**config.mk**
```make
export PLATFORM = sky130hd
export DESIGN_NAME = rhomboid_gen
export DESIGN_NICKNAME = d
export VERILOG_FILES = /design/src/rtl/rhomboid_pkg.sv /design/src/rtl/rhomboid_gen_tick_divider.sv /design/src/rtl/rhomboid_gen.sv
export SDC_FILE = /design/constraint.sdc
export NUM_CORES = 1
export LEC_CHECK = 0
export CORE_ASPECT_RATIO = 1.1
export CORE_MARGIN = 1
export CORE_UTILIZATION = 58
export DETAILED_ROUTE_END_ITERATION = 10
export GPL_TIMING_DRIVEN = 0
export PLACE_DENSITY = 0.81
export SETUP_SLACK_MARGIN = 0.15
export SLEW_MARGIN = 10
export SYNTH_ARGS = -nofsm -noshare
export SYNTH_HDL_FRONTEND = slang
export SYNTH_HIERARCHICAL = 1
export SYNTH_SLANG_ARGS = --single-unit
```
**constraint.sdc**
```tcl
create_clock -name clk -period 4.6 [get_ports clk]
set_clock_uncertainty 0.05 [all_clocks]
set_input_delay 0.92 -clock clk [delete_from_list [all_inputs] [get_ports clk]]
set_output_delay 0.92 -clock clk [all_outputs]
set_load 0.005 [all_outputs]
```
**src/rtl/rhomboid_pkg.sv**
```systemverilog
// rtl/rhomboid_pkg.sv - shared types and arithmetic helpers for the rhomboid generator
package rhomboid_pkg;

    // Envelope sequencer states
    typedef enum logic [1:0] {
        IDLE = 2'd0,
        RISE = 2'd1,
        FALL = 2'd2
    } state_e;

    // Mid-scale code for a w-bit unsigned sample
    function automatic int mid_of(input int w);
        return (1 << (w - 1)) - 1;
    endfunction

    // a+b clipped to lim
    function automatic int sat_add(input int a, input int b, input int lim);
        return (a + b > lim) ? lim : a + b;
    endfunction

    // a-b clipped at zero
    function automatic int sat_sub(input int a, input int b);
        return (a > b) ? a - b : 0;
    endfunction

endpackage

```
**src/rtl/rhomboid_gen_tick_divider.sv**
```systemverilog
// rtl/rhomboid_gen_tick_divider.sv - tick_divider: one-clock tick every div+1 enabled clocks
module tick_divider #(
    parameter int DIV_W = 16
) (
    input  logic             clk,
    input  logic             rst,
    input  logic             en,
    input  logic [DIV_W-1:0] div,
    output logic             tick
);

    logic [DIV_W-1:0] cnt_q;
    logic [DIV_W-1:0] cnt_d;

    // A counter above a freshly lowered div simply runs on to wrap before ticking again
    assign tick = en && (cnt_q == div);

    // Next count: hold at zero while disabled, clear on tick, otherwise count up
    always_comb begin
        cnt_d = cnt_q;
        if (!en) begin
            cnt_d = '0;
        end else if (tick) begin
            cnt_d = '0;
        end else begin
            cnt_d = cnt_q + 1'b1;
        end
    end

    // Counter register
    always_ff @(posedge clk or posedge rst) begin
        if (rst) begin
            cnt_q <= '0;
        end else begin
            cnt_q <= cnt_d;
        end
    end

endmodule

```
**src/rtl/rhomboid_gen.sv**
```systemverilog
// rtl/rhomboid_gen.sv - interleaved mid+env / mid-env diamond source; optional sync output under RHOMBOID_SYNC_EN
module rhomboid_gen
    import rhomboid_pkg::*;
#(
    parameter int W     = 8,
    parameter int DIV_W = 16
) (
    input  logic             clk,
    input  logic             rst,
    input  logic             en,
    input  logic [W-2:0]     amp,
    input  logic [W-2:0]     step,
    input  logic [DIV_W-1:0] div,
    output logic [W-1:0]     wave,
    output logic             upper,
    output logic             busy
`ifdef RHOMBOID_SYNC_EN
    ,
    output logic             sync
`endif
);

    localparam int           ENV_W   = W - 1;
    localparam logic [W-1:0] MID     = W'(mid_of(W));
    localparam logic [1:0]   ST_IDLE = IDLE;
    localparam logic [1:0]   ST_RISE = RISE;
    localparam logic [1:0]   ST_FALL = FALL;

    logic [1:0]       state_q, state_d;
    logic [ENV_W-1:0] env_q, env_d;
    logic [ENV_W-1:0] amp_l_q, amp_l_d;
    logic [ENV_W-1:0] step_l_q, step_l_d;
    logic             phase_up_q, phase_up_d;
    logic [W-1:0]     wave_q, wave_d;
    logic             upper_q, upper_d;
`ifdef RHOMBOID_SYNC_EN
    logic             sync_q, sync_d;
`endif

    logic             tick;
    logic [ENV_W-1:0] step_now;

    // A zero step would stall the envelope forever, so it is promoted to one
    assign step_now = (step == '0) ? ENV_W'(1) : step;

    tick_divider #(
        .DIV_W (DIV_W)
    ) u_tick_divider (
        .clk  (clk),
        .rst  (rst),
        .en   (en && (state_q != ST_IDLE)),
        .div  (div),
        .tick (tick)
    );

    // Sequencer: one sample per tick, envelope updated after each lower sample
    always_comb begin
        state_d    = state_q;
        env_d      = env_q;
        amp_l_d    = amp_l_q;
        step_l_d   = step_l_q;
        phase_up_d = phase_up_q;
        wave_d     = wave_q;
        upper_d    = upper_q;
`ifdef RHOMBOID_SYNC_EN
        sync_d     = 1'b0;
`endif
        if (!en) begin
            state_d    = ST_IDLE;
            env_d      = '0;
            phase_up_d = 1'b1;
            wave_d     = MID;
            upper_d    = 1'b0;
        end else begin
            case (state_q)
                ST_IDLE: begin
                    state_d    = ST_RISE;
                    amp_l_d    = amp;
                    step_l_d   = step_now;
                    env_d      = '0;
                    phase_up_d = 1'b1;
                end
                ST_RISE, ST_FALL: begin
                    if (tick) begin
                        if (phase_up_q) begin
                            wave_d     = MID + W'(env_q);
                            upper_d    = 1'b1;
                            phase_up_d = 1'b0;
`ifdef RHOMBOID_SYNC_EN
                            // The only env==0 pair of a period is its opening pair
                            sync_d     = (env_q == '0);
`endif
                        end else begin
                            wave_d     = MID - W'(env_q);
                            upper_d    = 1'b0;
                            phase_up_d = 1'b1;
                            if (state_q == ST_RISE) begin
                                if (env_q == amp_l_q) begin
                                    state_d = ST_FALL;
                                    env_d   = ENV_W'(sat_sub(int'(env_q), int'(step_l_q)));
                                end else begin
                                    env_d   = ENV_W'(sat_add(int'(env_q), int'(step_l_q), int'(amp_l_q)));
                                end
                            end else begin
                                if (env_q == '0) begin
                                    // Period boundary: new amp/step govern the climb that follows
                                    state_d  = ST_RISE;
                                    amp_l_d  = amp;
                                    step_l_d = step_now;
                                    env_d    = ENV_W'(sat_add(0, int'(step_now), int'(amp)));
                                end else begin
                                    env_d    = ENV_W'(sat_sub(int'(env_q), int'(step_l_q)));
                                end
                            end
                        end
                    end
                end
                default: begin
                    state_d = ST_IDLE;
                end
            endcase
        end
    end

    // State and output registers
    always_ff @(posedge clk or posedge rst) begin
        if (rst) begin
            state_q    <= ST_IDLE;
            env_q      <= '0;
            amp_l_q    <= '0;
            step_l_q   <= '0;
            phase_up_q <= 1'b1;
            wave_q     <= MID;
            upper_q    <= 1'b0;
`ifdef RHOMBOID_SYNC_EN
            sync_q     <= 1'b0;
`endif
        end else begin
            state_q    <= state_d;
            env_q      <= env_d;
            amp_l_q    <= amp_l_d;
            step_l_q   <= step_l_d;
            phase_up_q <= phase_up_d;
            wave_q     <= wave_d;
            upper_q    <= upper_d;
`ifdef RHOMBOID_SYNC_EN
            sync_q     <= sync_d;
`endif
        end
    end

    assign wave  = wave_q;
    assign upper = upper_q;
    assign busy  = (state_q != ST_IDLE);
`ifdef RHOMBOID_SYNC_EN
    assign sync  = sync_q;
`endif

endmodule

```
==> flow_summary_export.csv, run 1 <==
group,metric,value,unit
run_status,status,"finished clean",
drt,wl_per_cell,16.99,um
yosys,syn_area_per_cell,8.873,sq um
clocking,cts_hold_buffers,0,
pwr,peakVddDrop,318.0,uV
yosys,synth_cell_types,64,
critical_path,slowest_delay,580,ps
run,drv_cap,0,
pwr,switchingPower,0.0008923,W
clocking,root_buffer,"clkbuf_8",
yosys,synth_top_area_frac,0.2525,
sta,rsz0062_at_grt,"false",
grt,grt_pass1_vias,3413,
sta,slew_violations,0,
yosys,synth_seq_area_share,0.3042,
yosys,synth_common_cells,"xnor2_1, dfrtp_1, nand2_1",
layout,utilization,0.7003,
layout,areaGrowthSynthToFinish,14.96,%
clocking,post_cts_resized,0,
drt,dr.pass1.iters,5,
sta,hold_viol,0,
yosys,synth_top_area_cell,"dfrtp_1",
yosys,ys_dominant_reg_cell,"dfrtp_1",
grt,grt_pass1_wl,16.26,mm
clocking,post_cts_buffers,0,
yosys,synth_edf_count,0,
sta,fin_tns_setup,0,ps
pwr,p_clk_frac,0.139,
floorplan,core_area,0.006671,sq mm
yosys,ys_ff_latch,49,
placement,hpwlAfterDp,7.833,mm
pwr,p_int,0.001058,W
critical_path,required,4730,ps
critical_path,cp_top_family,"compound AO/OA/AOI/OAI gates",
layout,nets,574,
grt,antenna_found_initial,0,
pwr,swShare,0.4575,
yosys,synth_nets,526,
min_path,min_path_type,"reg -> reg",
critical_path,critical_path.slowest_cell,"a2111oi_1",
critical_path,critPathKind,"reg -> reg",
floorplan,rows,31,
yosys,async_reset_ff_frac,1.000,
drt,drt-total-wl,10.01,mm
yosys,yosys_warnings,6,
critical_path,cp.arrival,4120,ps
grt,track_usage,0.2902,
clocking,htree_num_levels,2,
pwr,p_comb_frac,0.562,
pwr,p_per_area,417.4,mW/mm^2
sta,setup_viol,0,
drt,drt_iter0_markers,161,
pwr,power_leakage,1.926,nW
sta,holdWs,452.9,ps
sta,period_share,0.8681,
layout,diodes,0,
critical_path,crit_path_end_kind,"register",
sta,max_freq,0.2504,GHz
layout,stdcell_count,589,
critical_path,crit_path_cell_trace,"inv_1, ha_1, nand2b_1, a2111oi_1, nor3_1, xor2_1, ha_1, a21o_1, a21oi_1, o21a_1, and3_1, clkbuf_1, nor3_1, o31ai_1",
critical_path,start_kind,"register",
sta,min_period,3993,ps
clocking,clk_pin_slew,100,ps
floorplan,die_y,89.79,um
drt,drc,0,
clocking,cts_tree,"yes",
critical_path,cp_max_fo,6,
floorplan,ios,43,
clocking,cts_inserted_buffers,5,
placement,place_inst,581,
clocking,cts_buffer_depth,2,
floorplan,dieArea,0.007346,sq mm
drt,ant_nets,0,
sta,tightest_slew,1127,ps
pwr,seqPwrFrac,0.299,
drt,via_count,3513,
placement,io_buffers,41,
grt,overflow,0,
floorplan,die-width,81.81,um
clocking,cts.sinks,49,
sta,finalWorstSetupSlack,606.9,ps
floorplan,start_util,0.6092,
placement,place_congestion,0.9901,
yosys,synth_area,0.004064,sq mm
layout,drive_gt1_frac,0.09073,
placement,post-place-ws,545.8,ps
sta,relSlewSlack,0.2387,
yosys,yosys.cell_count.top_type,"xnor2_1",
drt,vias_per_cell,5.964,
grt,grt_max_degree,34,
yosys,syn_inst,458,
yosys,synthTopCellsByArea,"dfrtp_1, ha_1, xnor2_1",
critical_path,critPathBufInv,2,
clocking,clk_latency,300,ps
cells by family (layout without fill, tap and decap cells):
group | after synthesis | after routing | synth area share
xor gates and xnor gates | 50 | 50 | 0.1096
AOI/OAI and AO/OA | 112 | 112 | 0.1931
muxes | 11 | 11 | 0.02802
and+or+nand+nor | 137 | 137 | 0.1820
DFF | 49 | 49 | 0.3042
adders and majority gates | 35 | 35 | 0.1115
buffers and inverters | 64 | 113 | 0.07173
layout make-up:
class                   instances  area, sq um
multi-input cells             345         2536
fillers                       550         1999
flip-flops and latches         49         1236
repair buffers                 41        410.4
plain buffers                  26        148.9
inverters                      38        142.6
well taps                      82        102.6
clock buffers                   5        68.82
clock inverters                 3        26.28
final timing paths:
check	start	to	slack (ps)	cells past startpoint
max reg2reg	step_l_q[1]	env_q[4]	610	14
max in group asynchronous	rst	step_l_q[5]	3010	2
max	step_l_q[1]	env_q[4]	610	14
min in group asynchronous	rst	u_tick_divider/cnt_q[0]	970	2
min reg2reg	wave[6]	wave[6]	450	2
min	wave[6]	wave[6]	450	2
power by group through the flow:
| stage | logic (W) | clock network [W] | registers [W] |
|---|---|---|---|
| floorplan | 0.000813 | 0 | 0.000560 |
| detailed placement | 0.00107 | 0 | 0.000588 |
| CTS | 0.00108 | 0.000280 | 0.000580 |
| finish | 0.00110 | 0.000272 | 0.000582 |
| global route | 0.00122 | 0.000299 | 0.000589 |
| global placement | 0.00104 | 0 | 0.000585 |
flip-flops by register name, summed over array words and instances (netlist names):
| signal | count |
|---|---|
| phase_up_q | 1 |
| state_q | 2 |
| amp_l_q | 7 |
| u_tick_divider/cnt_q | 16 |
| env_q | 7 |
| upper | 1 |
| wave | 8 |
| step_l_q | 7 |
through the flow:
stage / cell area, sq um / total power (W)
floorplan: 4064 / 0.001373
global placement: 4577 / 0.001625
detailed placement: 4577 / 0.001659
CTS: 4672 / 0.001942
global route: 4672 / 0.002112
finish: 4672 / 0.001950
worst reg2reg max path, delay by kind of cell (launching register included):
kind,cells,cell delay [ps]
buf+inv,2,420
simple gates,4,560
fa+ha+maj,2,640
compound gates,5,1490
flops,1,450
xor+xnor,1,250
cell usage in the layout, fill, tap and decap left out, types with 5 or more instances in the layout:
master / n
a211oi_1: 19
a21oi_1: 18
and2_1: 6
buf_6: 6
clkbuf_1: 15
clkbuf_8: 5
clkdlybuf4s50_1: 41
dfrtp_1: 41
dfstp_2: 8
ha_1: 33
inv_1: 37
mux2i_1: 8
nand2_1: 41
nand2b_1: 5
nand3_1: 12
nand4_1: 11
nor2_1: 24
nor2b_1: 5
nor3_1: 9
nor4_1: 6
o211ai_1: 14
o21ai_0: 20
o21ai_2: 6
o31ai_1: 6
xnor2_1: 42
xor2_1: 7
metal layers:
layer | global-route usage | vias to the layer above | wire, um
met4 | 0.1550 | 0 | 541
met2 | 0.4725 | 121 | 4866
li1 | - | 1723 | -
met1 | 0.3662 | 1637 | 4104
met3 | 0.03553 | 32 | 493
met5 | 0 | - | 0
No activity file was read; power rests on OpenSTA's default activity.
==> inputs of run 2 (changes only) <==
SKIP_CTS_REPAIR_TIMING = 1   (was not set)
==> results of run 2 <==
The final DEF is identical to that of run 1; final timing and power are the same.
